$ cat src/rtl/painterengine_gpu_fill_source_pkg.sv
// Shared types and constants for the rectangle fill source.
package painterengine_gpu_fill_source_pkg;

  localparam int unsigned LANE_W = 32;
  localparam int unsigned NUM_CH = 4;

  typedef enum logic [2:0] {
    ST_IDLE,
    ST_CHECK,
    ST_SETUP,
    ST_RUN,
    ST_WAIT,
    ST_DONE,
    ST_ERROR
  } fill_state_t;

  typedef enum logic [2:0] {
    ERR_NONE    = 3'b000,
    ERR_PARAM   = 3'b001,
    ERR_WRITER  = 3'b010,
    ERR_TIMEOUT = 3'b011,
    ERR_OVERRUN = 3'b100
  } fill_err_t;

  function automatic logic state_is_busy(input fill_state_t s);
    return (s == ST_CHECK) || (s == ST_SETUP) || (s == ST_RUN) || (s == ST_WAIT);
  endfunction

endpackage

$ cat src/rtl/painterengine_gpu_fill_source.sv
// Rectangle fill producer: one DMA writer job per row, constant colour stream.
module painterengine_gpu_fill_source
  import painterengine_gpu_fill_source_pkg::*;
#(
  parameter int unsigned PARAM_CHANNEL = 0,
  parameter int unsigned PARAM_TIMEOUT = 65535
) (
  input  logic         i_wire_clock,
  input  logic         i_wire_resetn,
  input  logic         i_wire_start,
  input  logic [31:0]  i_wire_base_address,
  input  logic [31:0]  i_wire_stride,
  input  logic [15:0]  i_wire_width,
  input  logic [15:0]  i_wire_height,
  input  logic [31:0]  i_wire_color,
  output logic         o_wire_busy,
  output logic         o_wire_done,
  output logic         o_wire_error,
  output logic [2:0]   o_wire_error_type,
  output logic         o_wire_writer_resetn,
  output logic [3:0]   o_wire_writer_router,
  output logic [127:0] o_wire_writer_address,
  output logic [127:0] o_wire_writer_length,
  output logic [127:0] o_wire_writer_data,
  output logic [3:0]   o_wire_writer_data_valid,
  input  logic [3:0]   i_wire_writer_data_next,
  input  logic         i_wire_writer_done,
  input  logic         i_wire_writer_error
);

  localparam logic [NUM_CH-1:0] CH_MASK = NUM_CH'(1) << PARAM_CHANNEL;
  localparam logic [15:0]       TIMEOUT = 16'(PARAM_TIMEOUT);

  fill_state_t state, state_nxt;
  fill_err_t   err_q, err_nxt;

  logic [31:0] base_q, stride_q, color_q, row_addr_q;
  logic [15:0] width_q, height_q, row_q, sent_q, timer_q;
  logic        setup_second_q;
  logic        next_ch;
  logic        do_latch, do_addr_init, do_row_adv, do_sent_inc;

  // Masking with the channel bit keeps the other lanes' next bits inert.
  assign next_ch = |(i_wire_writer_data_next & CH_MASK);

  // State register.
  always_ff @(posedge i_wire_clock or negedge i_wire_resetn) begin
    if (!i_wire_resetn) state <= ST_IDLE;
    else                state <= state_nxt;
  end

  // Next-state, error code and datapath strobes.
  always_comb begin
    state_nxt    = state;
    err_nxt      = err_q;
    do_latch     = 1'b0;
    do_addr_init = 1'b0;
    do_row_adv   = 1'b0;
    do_sent_inc  = 1'b0;
    case (state)
      ST_IDLE, ST_DONE, ST_ERROR: begin
        if (i_wire_start) begin
          state_nxt = ST_CHECK;
          err_nxt   = ERR_NONE;
          do_latch  = 1'b1;
        end
      end
      ST_CHECK: begin
        if (width_q == '0 || height_q == '0 || base_q[1:0] != 2'b00 || stride_q[1:0] != 2'b00) begin
          state_nxt = ST_ERROR;
          err_nxt   = ERR_PARAM;
        end else begin
          state_nxt    = ST_SETUP;
          do_addr_init = 1'b1;
        end
      end
      ST_SETUP: begin
        if (setup_second_q) state_nxt = ST_RUN;
      end
      ST_RUN: begin
        if (i_wire_writer_error) begin
          state_nxt = ST_ERROR;
          err_nxt   = ERR_WRITER;
        end else if (timer_q == TIMEOUT) begin
          state_nxt = ST_ERROR;
          err_nxt   = ERR_TIMEOUT;
        end else if (next_ch) begin
          do_sent_inc = 1'b1;
          if (16'(sent_q + 16'd1) == width_q) state_nxt = ST_WAIT;
        end
      end
      ST_WAIT: begin
        if (i_wire_writer_error) begin
          state_nxt = ST_ERROR;
          err_nxt   = ERR_WRITER;
        end else if (next_ch) begin
          state_nxt = ST_ERROR;
          err_nxt   = ERR_OVERRUN;
        end else if (timer_q == TIMEOUT) begin
          state_nxt = ST_ERROR;
          err_nxt   = ERR_TIMEOUT;
        end else if (i_wire_writer_done) begin
          if (row_q == 16'(height_q - 16'd1)) begin
            state_nxt = ST_DONE;
          end else begin
            state_nxt  = ST_SETUP;
            do_row_adv = 1'b1;
          end
        end
      end
      default: state_nxt = ST_IDLE;
    endcase
  end

  // Job registers, row/word counters and progress timer.
  always_ff @(posedge i_wire_clock or negedge i_wire_resetn) begin
    if (!i_wire_resetn) begin
      base_q         <= '0;
      stride_q       <= '0;
      color_q        <= '0;
      width_q        <= '0;
      height_q       <= '0;
      row_addr_q     <= '0;
      row_q          <= '0;
      sent_q         <= '0;
      timer_q        <= '0;
      setup_second_q <= 1'b0;
      err_q          <= ERR_NONE;
    end else begin
      err_q          <= err_nxt;
      setup_second_q <= (state == ST_SETUP) && !setup_second_q;
      if (do_latch) begin
        base_q   <= i_wire_base_address;
        stride_q <= i_wire_stride;
        color_q  <= i_wire_color;
        width_q  <= i_wire_width;
        height_q <= i_wire_height;
        row_q    <= '0;
        sent_q   <= '0;
      end
      if (do_addr_init) row_addr_q <= base_q;
      if (do_row_adv) begin
        row_q      <= row_q + 16'd1;
        row_addr_q <= row_addr_q + stride_q;
        sent_q     <= '0;
      end
      if (do_sent_inc) sent_q <= sent_q + 16'd1;
      if (state_nxt != state || next_ch) timer_q <= '0;
      else if (state == ST_RUN || state == ST_WAIT) timer_q <= timer_q + 16'd1;
    end
  end

  // Status and writer-side outputs, decoded from state so reset clears them at once.
  always_comb begin
    o_wire_busy              = state_is_busy(state);
    o_wire_done              = (state == ST_DONE);
    o_wire_error             = (state == ST_ERROR);
    o_wire_error_type        = err_q;
    o_wire_writer_resetn     = (state == ST_RUN) || (state == ST_WAIT);
    o_wire_writer_router     = '0;
    o_wire_writer_address    = '0;
    o_wire_writer_length     = '0;
    o_wire_writer_data       = '0;
    o_wire_writer_data_valid = '0;
    if (state == ST_SETUP || state == ST_RUN || state == ST_WAIT) begin
      o_wire_writer_router = CH_MASK;
      o_wire_writer_address[PARAM_CHANNEL*LANE_W +: LANE_W] = row_addr_q;
      o_wire_writer_length[PARAM_CHANNEL*LANE_W +: LANE_W]  = {16'b0, width_q};
      o_wire_writer_data[PARAM_CHANNEL*LANE_W +: LANE_W]    = color_q;
    end
    if (state == ST_RUN && sent_q < width_q) o_wire_writer_data_valid = CH_MASK;
  end

endmodule
$ cat config.mk
export PLATFORM = sky130hd
export DESIGN_NAME = painterengine_gpu_fill_source
export DESIGN_NICKNAME = d
export VERILOG_FILES = /design/src/rtl/painterengine_gpu_fill_source_pkg.sv /design/src/rtl/painterengine_gpu_fill_source.sv
export SDC_FILE = /design/constraint.sdc
export NUM_CORES = 1
export LEC_CHECK = 0
export CORE_AREA = 2 2 207 209
export CTS_CLUSTER_DIAMETER = 200
export DETAILED_ROUTE_END_ITERATION = 16
export DIE_AREA = 0 0 209 211
export GPL_ROUTABILITY_DRIVEN = 0
export PLACE_DENSITY_LB_ADDON = 0.2
export SYNTH_ARGS = -nofsm -noshare
export SYNTH_HDL_FRONTEND = slang
export SYNTH_SLANG_ARGS = --single-unit
$ cat constraint.sdc
create_clock -name i_wire_clock -period 3.9 [get_ports i_wire_clock]
set_clock_uncertainty 0.2 [all_clocks]
set_input_delay 0.585 -clock i_wire_clock [delete_from_list [all_inputs] [get_ports i_wire_clock]]
set_output_delay 0.585 -clock i_wire_clock [all_outputs]
set_load 0.005 [all_outputs]
# Yosys cells after proc, flatten, opt, wreduce, memory -nomap -nowiden

Cells that the tools add are included.

Register bits: 215
Bits in latches: 0
RAM bits: 0
Bits in read-only memories: 0
Input bits: 137
Output and inout port bits: 399
Logic and storage cells: 102
Memories kept: 0

$add $sub $neg: 5
Multiply operators: 0
Div/mod/pow operators: 0
Magnitude comparators: 1
Equal/unequal tests: 12
Shift operators: 0
Multiplexer cells: 47
Bitwise gates (word level): 0
Reduce and logical (&&, ||, !) cells: 25

Operators with widths:

| kind                                                 | count |
|---|---|
| 2-to-1 mux 32 bit                                    | 4 |
| 2-to-1 mux 16 bit                                    | 7 |
| 2-to-1 mux 3 bit                                     | 18 |
| adder 16 x 1 -> 16 bit (second input constant)       | 3 |
| adder 32 bit                                         | 1 |
| equality test 16 bit                                 | 2 |
| logical NOT 16 bit                                   | 2 |
| equality test 16 bit (second input constant)         | 1 |
| < comparator 16 bit                                  | 1 |
| 2-to-1 mux 1 bit                                     | 16 |
| subtractor 16 x 1 -> 16 bit (second input constant)  | 1 |
| one-hot mux 3 bit (5 select lines)                   | 1 |
| one-hot mux 3 bit (4 select lines)                   | 1 |
| logical OR 1 bit                                     | 10 |
| nonzero test 2 bit                                   | 5 |
| equality test 3 bit (second input constant)          | 3 |
| equality test 3 x 2 -> 1 bit (second input constant) | 2 |
| inequality test 2 bit (second input constant)        | 2 |
| nonzero test 4 bit                                   | 1 |
| equality test 3 x 1 -> 1 bit (second input constant) | 1 |
| logical NOT 3 bit                                    | 1 |
| inequality test 3 bit                                | 1 |
| AND reduction 3 bit                                  | 1 |
| nonzero test 3 bit                                   | 1 |
| 3 further kinds                                      | 4 |

# Logic depth before layout (Yosys ltp)

Gate-level depths: netlist of the first run.

Word-level depth: 11
Depth in mapped cells: 14
Mapped depth without buffers: 13

# Least setup slack after synthesis of the first run

Ideal clock, no wire load.

Kind: reg2reg
Start: register height_q[6]
End: register timer_q[12]
Library setup time: 119 ps
Arrival time: 3,128 ps
Required time: 3,581 ps
Slack: 453 ps
Cell stages (with the launch flop): 13
Path buffers: 2
Period minus slack after synthesis: 3,447 ps
Cell sequence: dfrtp_1 -> or4_1 -> buf_2 -> nor4_2 -> xnor2_1 -> nand4_1 -> or4bb_1 -> or3_1 -> o311ai_1 -> o21ai_1 -> nand4b_4 -> buf_6 -> nor2_2

Cells in the longest elaborated chain, start to end: 11
Elaborated cells between the ends (all ways): 17
Classes of those cells: add/sub: 1; eq/ne: 2; mux: 8; reduce/logical: 6

RTL lines:

| element                                                 | RTL line                             | source |
|---|---|---|
| from (decl)                                             | painterengine_gpu_fill_source.sv:38  | `logic [15:0] width_q, height_q, row_q, sent_q, timer_q;` |
| from (signal assigned)                                  | painterengine_gpu_fill_source.sv:137 | `height_q <= i_wire_height;` |
| subtractor 16 x 1 -> 16 bit                             | painterengine_gpu_fill_source.sv:103 | `if (row_q == 16'(height_q - 16'd1)) begin` |
| equality test 16 bit                                    | painterengine_gpu_fill_source.sv:103 |  |
| 2-to-1 mux 3 bit                                        | painterengine_gpu_fill_source.sv:103 |  |
| 2-to-1 mux 3 bit                                        | painterengine_gpu_fill_source.sv:102 | `end else if (i_wire_writer_done) begin` |
| 2-to-1 mux 3 bit                                        | painterengine_gpu_fill_source.sv:99  | `end else if (timer_q == TIMEOUT) begin` |
| 2-to-1 mux 3 bit                                        | painterengine_gpu_fill_source.sv:96  | `end else if (next_ch) begin` |
| 2-to-1 mux 3 bit                                        | painterengine_gpu_fill_source.sv:93  | `if (i_wire_writer_error) begin` |
| one-hot mux 3 bit (5 select lines) *                    | painterengine_gpu_fill_source.sv:60  | `case (state)` |
| inequality test 3 bit *                                 | painterengine_gpu_fill_source.sv:148 | `if (state_nxt != state \|\| next_ch) timer_q <= '0;` |
| logical OR 1 bit *                                      | painterengine_gpu_fill_source.sv:148 |  |
| 2-to-1 mux 16 bit or nonzero test 2 bit (tied branches) | n/a                                  |  |
| to (signal assigned)                                    | painterengine_gpu_fill_source.sv:149 | `else if (state == ST_RUN \|\| state == ST_WAIT) timer_q <= timer_q + 16'd1;` |
| to (decl)                                               | painterengine_gpu_fill_source.sv:38  |  |

Mark *: on every way between the ends. The rest lies on a longest branch, timed or not.
A chain may end at the register's enable or synchronous reset.

# Worst setup path after layout of the first run

Start: register state[0]
End: output port o_wire_writer_address[7]

Cells in the longest elaborated chain, start to end: 4
Elaborated cells between the ends (all ways): 6
Classes of those cells: eq/ne: 3; mux: 1; reduce/logical: 2

RTL lines:

| element                      | RTL line                             | source |
|---|---|---|
| from (decl)                  | painterengine_gpu_fill_source.sv:34  | `fill_state_t state, state_nxt;` |
| from (signal assigned)       | painterengine_gpu_fill_source.sv:49  | `else state <= state_nxt;` |
| equality test 3 x 2 -> 1 bit | painterengine_gpu_fill_source.sv:165 | `if (state == ST_SETUP \|\| state == ST_RUN \|\| state == ST_WAIT) begin` |
| logical OR 1 bit             | painterengine_gpu_fill_source.sv:165 |  |
| logical OR 1 bit *           | painterengine_gpu_fill_source.sv:165 |  |
| 2-to-1 mux 32 bit *          | painterengine_gpu_fill_source.sv:165 |  |
| to (decl)                    | painterengine_gpu_fill_source.sv:22  | `output logic [127:0] o_wire_writer_address,` |

Marked as above.

==> results of run 1 <==
==> metrics by stage <==
stage          power [uW]  instances  hold WS (ns)  util, %  TNS (ns)
2_1_floorplan        8660       1891        0.0894        -         0
3_3_place_gp        11100       2317         0.224     40.4         0
3_5_place_dp        11200       2317         0.235     40.4         0
4_1_cts             13800       2367         0.242     42.5         0
5_1_grt             14800       2368         0.275     42.6  -0.00367
6_report            13700       2368         0.235     42.6         0
==> cell usage in the layout (no fill, tap or decap), types with 5 or more instances in the layout <==
cell and instances:
clkdlybuf4s50_1 220, nor3_1 13, buf_4 29, clkbuf_16 27, nor2b_1 10, or3_1 5
xnor2_1 48, o21a_1 12, nor2_1 107, nor4_1 6, inv_1 37, mux2i_1 27
nand2_1 68, and2_1 69, clkbuf_8 6, and3_1 23, conb_1 310, clkbuf_1 7
and4_1 6, o31ai_1 11, nor2_2 10, buf_12 8, a21o_1 11, ha_1 51
nand4_1 14, o21ai_0 85, xor2_1 40, mux2_2 136, a211oi_1 8, a31oi_1 7
dfrtp_1 215, nand3_1 30, nand2b_1 19, a21oi_1 65
==> worst min path at each step <==
stage	endpoint	slack, ns
after floorplan	base_q[0]	0.09
after global placement	setup_second_q	0.22
after detailed placement	setup_second_q	0.23
after CTS	setup_second_q	0.24
after global routing	setup_second_q	0.27
final	setup_second_q	0.24
==> cell type report <==
class	count	area, sq um	area share (%)
Inverter	39	146	0.822
Clock inverter	7	100	0.562
Sequential cell	215	5380	30.2
Multi-Input combinational cell	1268	8110	45.6
Timing Repair Buffer	260	2610	14.7
Clock buffer	40	785	4.40
Tap cell	539	674	3.79
==> registers in the layout (all words and copies together), names as in the netlist <==
| signal | flops |
|---|---|
| state | 3 |
| base_q | 32 |
| row_q | 16 |
| width_q | 16 |
| height_q | 16 |
| setup_second_q | 1 |
| sent_q | 16 |
| row_addr_q | 32 |
| timer_q | 16 |
| color_q | 32 |
| o_wire_error_type | 3 |
| stride_q | 32 |
==> worst reg2reg max path: stages, from the launching register on <==
cell and delay, ns:
dfrtp_1 0.43, or4_4 0.61, nor4_4 0.30, xnor2_1 0.17
nand4_1 0.15, or4bb_1 0.53, or3_1 0.34, o311ai_1 0.24
o21ai_1 0.15, nand4b_4 0.12, buf_4 0.20, nor2_1 0.07
==> per-layer routing <==
metal	vias up	GRT usage, %	part of all wire [%]
met5	-	0	0.20
met4	12	4.06	2.5
met3	65	4.13	6.6
met2	350	26.2	48
met1	5298	20.3	43
li1	5274	-	-
==> where the power goes <==
group	switching (uW)	total (uW)	internal, uW
registers	717	3840	3120
logic	3460	7330	3870
clock network	995	2510	1520
==> what timing repair did <==
| action | in CTS | in global routing |
|---|---|---|
| endpoints found under the hold margin | 92 | 0 |
| pin swaps | 3 | 3 |
| endpoints found under the setup margin | 1 | 64 |
| resized for setup | 5 | 11 |
| hold buffers | 1 | 0 |
| setup buffers | 2 | 1 |
==> kinds of logic (layout without fill, tap and decap cells) <==
group	after synthesis	after routing	share of synthesized area, %
buf+inv	408	346	18.1
flops	215	215	35.9
simple gates	411	411	14.5
fa+ha+maj	52	52	4.39
xor+xnor	88	88	5.14
mux	163	163	12.0
other cells	1	310	0.0250
compound gates	244	244	9.93
==> run metrics, run 1 <==
vias in the first global route 10500; Placeable Area 41800 sq um; Cell Rows between 70 and 80; Sink Count 215; Nets 2000; synth unique cells 75; predominant post-synthesis flop cell dfrtp_1; CP startpoint state[0]; Root Buffer clkbuf_16; first-pass GRT wire length 56.3 mm; Total GRT Usage 15.7%; VDD IR max 0.445 mV; HP Class flop to flop; post-route ant nets 0; CP Class flop to primary output; crit path buf inv count 3; max_slew headroom 45.3%; Syn Inst Count 1582; cell family with the largest share of critical-path delay simple AND/OR/NAND/NOR gates; overall routed net length 36.2 mm; 1st-pass router iterations 5; clk slew on worst S/H paths 0.06 ns; static leakage 0.00794 uW; CTS tree built; Area Overhead vs Synth 18.8%; worst r2r path cells 11; actual slew at the worst max-slew pin 0.820 ns; Slew Limit Fails 0; YS warnings 0; post-synthesis async set-or-reset flop share 100%; EDFF count, synth 0; Yosys top cell area share 35.9%; count leader, synth buf_4; worst skew pair latency approximately 0.56 ns; period utilization 95.7%; worst path arrival time 2.95 ns; synthesized area per cell between 9 and 10 sq um; Placed Area 16900 sq um; io pins 536; RR Startpoint height_q[6]; clk buf depth 3; status completed; reg-to-reg endpoint timer_q[4]; Crit path top cell by count and2_1; share of cells above drive strength 1 a little over an eighth; n_diodes 0; Reg2Reg Setup Slack 0.29 ns; Worst setup SP type flop; commonest cells in the netlist buf_4 (310), dfrtp_1 (215), mux2_2 (136); post-route cell area 17800 sq um; DIE WIDTH 209 microns; largest net degree at the start of global routing 97; crit-path cells nor2_1, nand2_2, and2_1, inv_2, buf_12, and2_1, clkdlybuf4s50_1; initial drt markers ~380; die height 211 microns; post-synthesis register bit count 215; Crit path depth 7; Die Area 44100 sq um; initial antenna violation count 8; Setup-failing EPs final 0; Hold Vio Cnt, Final 0; CP Max Fanout 64; final worst-path setup slack 0.167 ns; Tmin final 3.73 ns; HPWL Detailed ~26 mm; register area share after synthesis 35.9%; Max Cap Viol 0; via count 11000; DRC violations left 0; synth top area cells dfrtp_1 (36%), buf_4 (16%), mux2_2 (10%), ha_1 (4.3%), o21ai_0 (2.9%); Post-Syn Area 15000 sq um; Vias per Instance 4.64; H-tree depth 1; Fillers 4074; total gr overflow 0; Worst Path Required 3.12 ns; CP max stage cell clkdlybuf4s50_1; CTS buffer count 27; pre-CTS WS between 0.1 and 0.15 ns; slowest cell delay on critical path 0.53 ns; WL per Instance 15.3 microns; hold depth 1; f_max 0.268 GHz; Initial Utilization between 30 and 40%; PD cells 768 nW/um^2; area leader, netlist dfrtp_1; Critical Path Sink Type primary output; input/output buffers 222; HP Start setup_second_q; Worst setup endpoint o_wire_writer_address[7]
Note: power is estimated with default switching activity, not from simulation.
==> inputs of run 2 (changes only) <==
--- a/config.mk
+++ b/config.mk
@@ -5,10 +5,12 @@
 export SDC_FILE = /design/constraint.sdc
 export NUM_CORES = 1
 export LEC_CHECK = 0
-export CORE_AREA = 2 2 207 209
+export CELL_PAD_IN_SITES_DETAIL_PLACEMENT = 0
+export CELL_PAD_IN_SITES_GLOBAL_PLACEMENT = 1
+export CORE_AREA = 2 2 213 215
 export CTS_CLUSTER_DIAMETER = 200
 export DETAILED_ROUTE_END_ITERATION = 16
-export DIE_AREA = 0 0 209 211
+export DIE_AREA = 0 0 215 217
 export GPL_ROUTABILITY_DRIVEN = 0
 export PLACE_DENSITY_LB_ADDON = 0.2
 export SYNTH_ARGS = -nofsm -noshare
==> run 2 against run 1 <==
Design area up 1.4%; register-to-register slack worse by 0.11 ns; routed wire length grew 4.1%; sequential power fell by 1%; clock power hardly changed; highest routed layer unchanged.
==> run metrics, run 2 (synthesis gave the netlist of run 1 again) <==
clk buf depth 3; overall routed net length 37.7 mm; Worst setup SP type flop; post-route ant nets 0; Initial Utilization 33.5%; VDD IR max 0.449 mV; Sink Count 215; crit-path cells or4_1, or4b_1, o221ai_1, a21oi_1, a221o_1, o41ai_2, o211a_1, nor3_1, nand4b_4, buf_12, nor2_1; max_slew headroom about half; cell family with the largest share of critical-path delay simple AND/OR/NAND/NOR gates; crit path buf inv count 1; cell count after placement 2394; Area Overhead vs Synth 20.5%; CTS buffer count 28; Die Area 46700 sq um; HP Class flop to flop; share of cells above drive strength 1 14.2%; initial drt markers between 400 and 500; period utilization 95.3%; input/output buffers 222; clk slew on worst S/H paths 0.06 ns; RR Startpoint height_q[6]; Crit path depth 11; die height 217 microns; RSZ-0062 raised after global routing no; Max Cap Viol 0; CP startpoint height_q[6]; Hold Vio Cnt, Final 0; worst skew pair latency roughly 0.56 ns; f_max approximately 0.27 GHz; H-tree depth 1; Vias per Instance ~4.5; commonest non-fill, non-tap cell in the layout conb_1; setup_tns 0 ns; via count 10900; initial antenna violation count 10; DRC violations left 0; CP Max Fanout 16; actual slew at the worst max-slew pin 0.722 ns; status completed; Worst Path Required 4.18 ns; total gr overflow 0; CP max stage cell or4_1; 1st-pass router iterations 5; largest net degree at the start of global routing 75; Total GRT Usage 15.5%; WL per Instance approximately 15 microns; HPWL Detailed approximately 28 mm; Reg2Reg Setup Slack 0.18 ns; fin cells 2454; io pins ~540; PD cells 765 nW/um^2; worst r2r path cells 11; Setup-failing EPs final 0; Critical Path Sink Type flop; first-pass GRT wire length just under 60 mm; worst path arrival time 3.99 ns; Tmin final roughly 3.7 ns; Placeable Area ~45000 sq um; commonest cells after routing, fill and taps aside conb_1 (310), clkdlybuf4s50_1 (220), dfrtp_1 (215); static leakage 0.00805 uW; CP Class flop to flop; Slew Limit Fails 0; Root Buffer clkbuf_16; Nets 2020; HP Start setup_second_q; DIE WIDTH 215 microns; CTS tree built; hold depth 1; slowest cell delay on critical path approximately 0.69 ns; Cell Rows 78; vias in the first global route 10600
-- run 2: worst paths after layout --
| check | endpoint |
|---|---|
| max in group asynchronous | width_q[5] |
| setup / recovery | timer_q[4] |
| hold / removal | setup_second_q |
| min in group asynchronous | color_q[4] |
| setup reg to reg | timer_q[4] |
| hold reg to reg | setup_second_q |
-- run 2: where the power goes --
part           total, uW  switching [uW]  internal (uW)
clock               2510            1010           1500
sequential          3800             678           3120
combinational       7500            3530           3970
total              13800            5220           8590
-- run 2: per-layer routing --
metal | track usage (%) | up-vias | wire length [microns]
li1 | - | 5323 | -
met1 | 20.7 | 5257 | 17000
met2 | 25.1 | 268 | 17600
met3 | 4.05 | 57 | 2220
met4 | 3.45 | 18 | 737
met5 | 0 | - | 116
-- run 2: layout make-up --
class / instances / area [sq um]
Fill cell: 4497 / 26600
Timing Repair Buffer: 279 / 2800
Inverter: 39 / 146
Sequential cell: 215 / 5380
Clock inverter: 9 / 86.3
Clock buffer: 42 / 813
Tap cell: 600 / 751
Antenna cell: 2 / 5.00
Multi-Input combinational cell: 1268 / 8080
-- run 2: worst register-to-register path, stage by stage (launching register included) --
cell and delay (ns):
dfrtp_1 0.37, or4_1 0.69, or4b_1 0.53, o221ai_1 0.18
a21oi_1 0.13, a221o_1 0.34, o41ai_2 0.48, o211a_1 0.19
nor3_1 0.05, nand4b_4 0.18, buf_12 0.18, nor2_1 0.12
-- run 2: metrics by stage --
| stage | hold slack, ns | util, % | instance area [sq um] | worst slack, ns | power [uW] |
|---|---|---|---|---|---|
| CTS | 0.237 | 40.3 | 18000 | 0.118 | 14000 |
| global route | 0.242 | 40.4 | 18100 | 0.00623 | 15000 |
| floorplan | 0.0894 | - | 16100 | 0.453 | 8660 |
| global placement | 0.224 | 38.2 | 17100 | 0.169 | 11300 |
| finish | 0.235 | 40.4 | 18100 | 0.184 | 13800 |
| detailed placement | 0.229 | 38.2 | 17100 | 0.127 | 11300 |
-- run 2: timing repair --
| item | CTS | global route |
|---|---|---|
| gates resized for setup | 5 | 5 |
| cloned | 0 | 1 |
| setup endpoints to repair | 1 | 32 |
| pin swaps | 4 | 3 |
| buffers inserted | 3 | 2 |
| hold buffers | 1 | 0 |
| hold endpoints to repair | 70 | 0 |
==> inputs of run 3 (changes only) <==
--- a/config.mk
+++ b/config.mk
@@ -13,6 +13,7 @@
 export DIE_AREA = 0 0 215 217
 export GPL_ROUTABILITY_DRIVEN = 0
 export PLACE_DENSITY_LB_ADDON = 0.2
+export REMOVE_ABC_BUFFERS = 1
 export SYNTH_ARGS = -nofsm -noshare
 export SYNTH_HDL_FRONTEND = slang
 export SYNTH_SLANG_ARGS = --single-unit
==> run 3 against run 2 <==
Register-to-register slack better by 0.06 ns; cell count is 0.45% lower; design area is 0.25% lower; non-clock buffer count is 9 lower; fmax is 1.2% higher; critical path depth is 2 higher; clock power is 3% higher; utilization is 0.10 points lower; sequential cell count stayed put; critical endpoint is now o_wire_writer_data_valid[0].
==> run metrics, run 3 (synthesis gave the netlist of run 1 again) <==
CP Max Fanout 2; Vias per Instance 4.54; Die Area roughly 47000 sq um; post-route ant nets 0; DRC violations left 0; status completed; Gate power share 53.8%; Nets 2011; Cell Rows 78; max_slew headroom a little over half; actual slew at the worst max-slew pin 0.713 ns; Net Sw Power 5250 uW; Hold Vio Cnt, Final 0; Worst Path Required 3.12 ns; commonest cells after routing, fill and taps aside conb_1 (310), clkdlybuf4s50_1 (220), dfrtp_1 (215); Reg2Reg Setup Slack 0.24 ns; HP Class flop to flop; commonest non-fill, non-tap cell in the layout conb_1; Placed Area ~17000 sq um; WL per Instance 15.4 microns; Fillers 4519; post-route cell area about 18000 sq um; Internal 8630 uW; PD cells ~770 nW/um^2; Max Cap Viol 0; Area Overhead vs Synth 20.2%; H-tree depth 1; fin util 40.3%; Setup-failing EPs final 0; largest net degree at the start of global routing 87; hold depth 1; static leakage approximately 0.0080 uW; Tmin final 3.67 ns; first-pass GRT wire length ~60 mm; initial antenna violation count 6; Root Buffer clkbuf_16; HPWL Detailed 27.0 mm; worst r2r path cells 11; period utilization between 90 and 100%; initial drt markers 424; Sink Count 215; RSZ-0062 raised after global routing no; Placeable Area 44700 sq um; sw frac between 30% and 40%; vias in the first global route 10800; sequential share of power between 20 and 30%; Worst setup SP type flop; share of cells above drive strength 1 14.0%; VDD IR max 0.440 mV; f_max ~0.27 GHz; CTS tree built; Slew Limit Fails 0; Critical Path Sink Type primary output; Clock power frac 18.7%; Total GRT Usage between 15 and 20%; worst skew pair latency 0.57 ns; input/output buffers 222; Initial Utilization 33.5%; die height 217 microns; clk buf depth 3; overall routed net length 37.6 mm; HP Start setup_second_q; CTS buffer count 28; CP Class flop to primary output; worst path arrival time between 2 and 3 ns; RR Startpoint height_q[8]; via count 11100; 1st-pass router iterations 5; Hold Path Sink setup_second_q; total gr overflow 0; reg-to-reg endpoint timer_q[3]; io pins 536; clk slew on worst S/H paths 0.06 ns; CP startpoint width_q[1]; DIE WIDTH 215 microns
==> run 3: cell count changes in the layout (fill, tap and decap cells not counted) <==
cell / before / now
a31oi_1: 7 / 6
a31oi_2: 0 / 1
buf_4: 44 / 37
buf_6: 1 / 0
bufinv_16: 1 / 0
clkbuf_8: 6 / 12
clkinv_2: 5 / 1
clkinv_8: 1 / 0
clkinvlp_4: 2 / 0
diode_2: 2 / 1
nor4b_1: 3 / 2
nor4b_2: 0 / 1
o21ai_1: 4 / 2
o21ai_2: 0 / 2
==> run 3: metal layers <==
metal / wire [microns] / vias to the layer above / global-route usage (%) / share of wire (%)
met1: 16800 / 5372 / 20.8 / 45
met5: 71 / - / 0 / 0.19
met4: 934 / 10 / 4.48 / 2.5
met3: 2930 / 62 / 4.58 / 7.8
met2: 16900 / 323 / 24.7 / 45
li1: - / 5313 / - / -
==> run 3: area by class of cell <==
cell class | instances | area (sq um) | share of cell area, %
inverters | 39 | 146 | 0.813
well taps | 600 | 751 | 4.17
multi-input cells | 1268 | 8100 | 45.0
flip-flops and latches | 215 | 5380 | 29.9
repair buffers | 270 | 2710 | 15.0
clock inverters | 1 | 5.00 | 0.0278
diodes | 1 | 2.50 | 0.0139
clock buffers | 49 | 921 | 5.11
==> run 3: worst max-delay path, cell delays in order, from the launching register on <==
cell      delay [ns]
dfrtp_1         0.37
inv_2           0.07
ha_1            0.28
nor2b_1         0.13
o21a_1          0.16
o21a_1          0.17
o21a_1          0.17
o21ai_2         0.11
nand2b_1        0.08
a21oi_2         0.20
o21ai_2         0.08
a31oi_2         0.22
o211a_1         0.19
clkbuf_2        0.11
==> run 3: worst max-delay path by stage <==
stage | to | slack (ns)
2_1_floorplan | sent_q[11] | -4.14
3_3_place_gp | sent_q[10] | 0.15
3_5_place_dp | timer_q[3] | 0.13
4_1_cts | o_wire_writer_data_valid[0] | 0.03
5_1_grt | row_q[11] | 0.05
6_report | o_wire_writer_data_valid[0] | 0.23
==> run 3: power groups by stage <==
stage	logic (uW)	registers, uW	clock network [uW]
detailed placement	7480	3850	0
global placement	7470	3830	0
finish	7470	3820	2590
CTS	7560	3830	2700
floorplan	4910	3620	0
global route	8370	3960	2770
==> run 3: timing repair <==
item | CTS | global route
buffers inserted | 0 | 2
setup endpoints to repair | 1 | 31
hold buffers | 1 | 0
resized for setup | 5 | 8
hold endpoints to repair | 82 | 0
pin swaps | 3 | 4
==> run 3: metrics by stage <==
step	setup WS (ns)	setup TNS, ns	hold WS (ns)	power (uW)	std cells
floorplan	-4.14	-653.62	0.0894	8530	1522
global placement	0.151	0	0.223	11300	2389
detailed placement	0.133	0	0.230	11300	2389
CTS	0.0344	0	0.237	14100	2440
global route	0.0466	0	0.259	15100	2443
finish	0.228	0	0.235	13900	2443
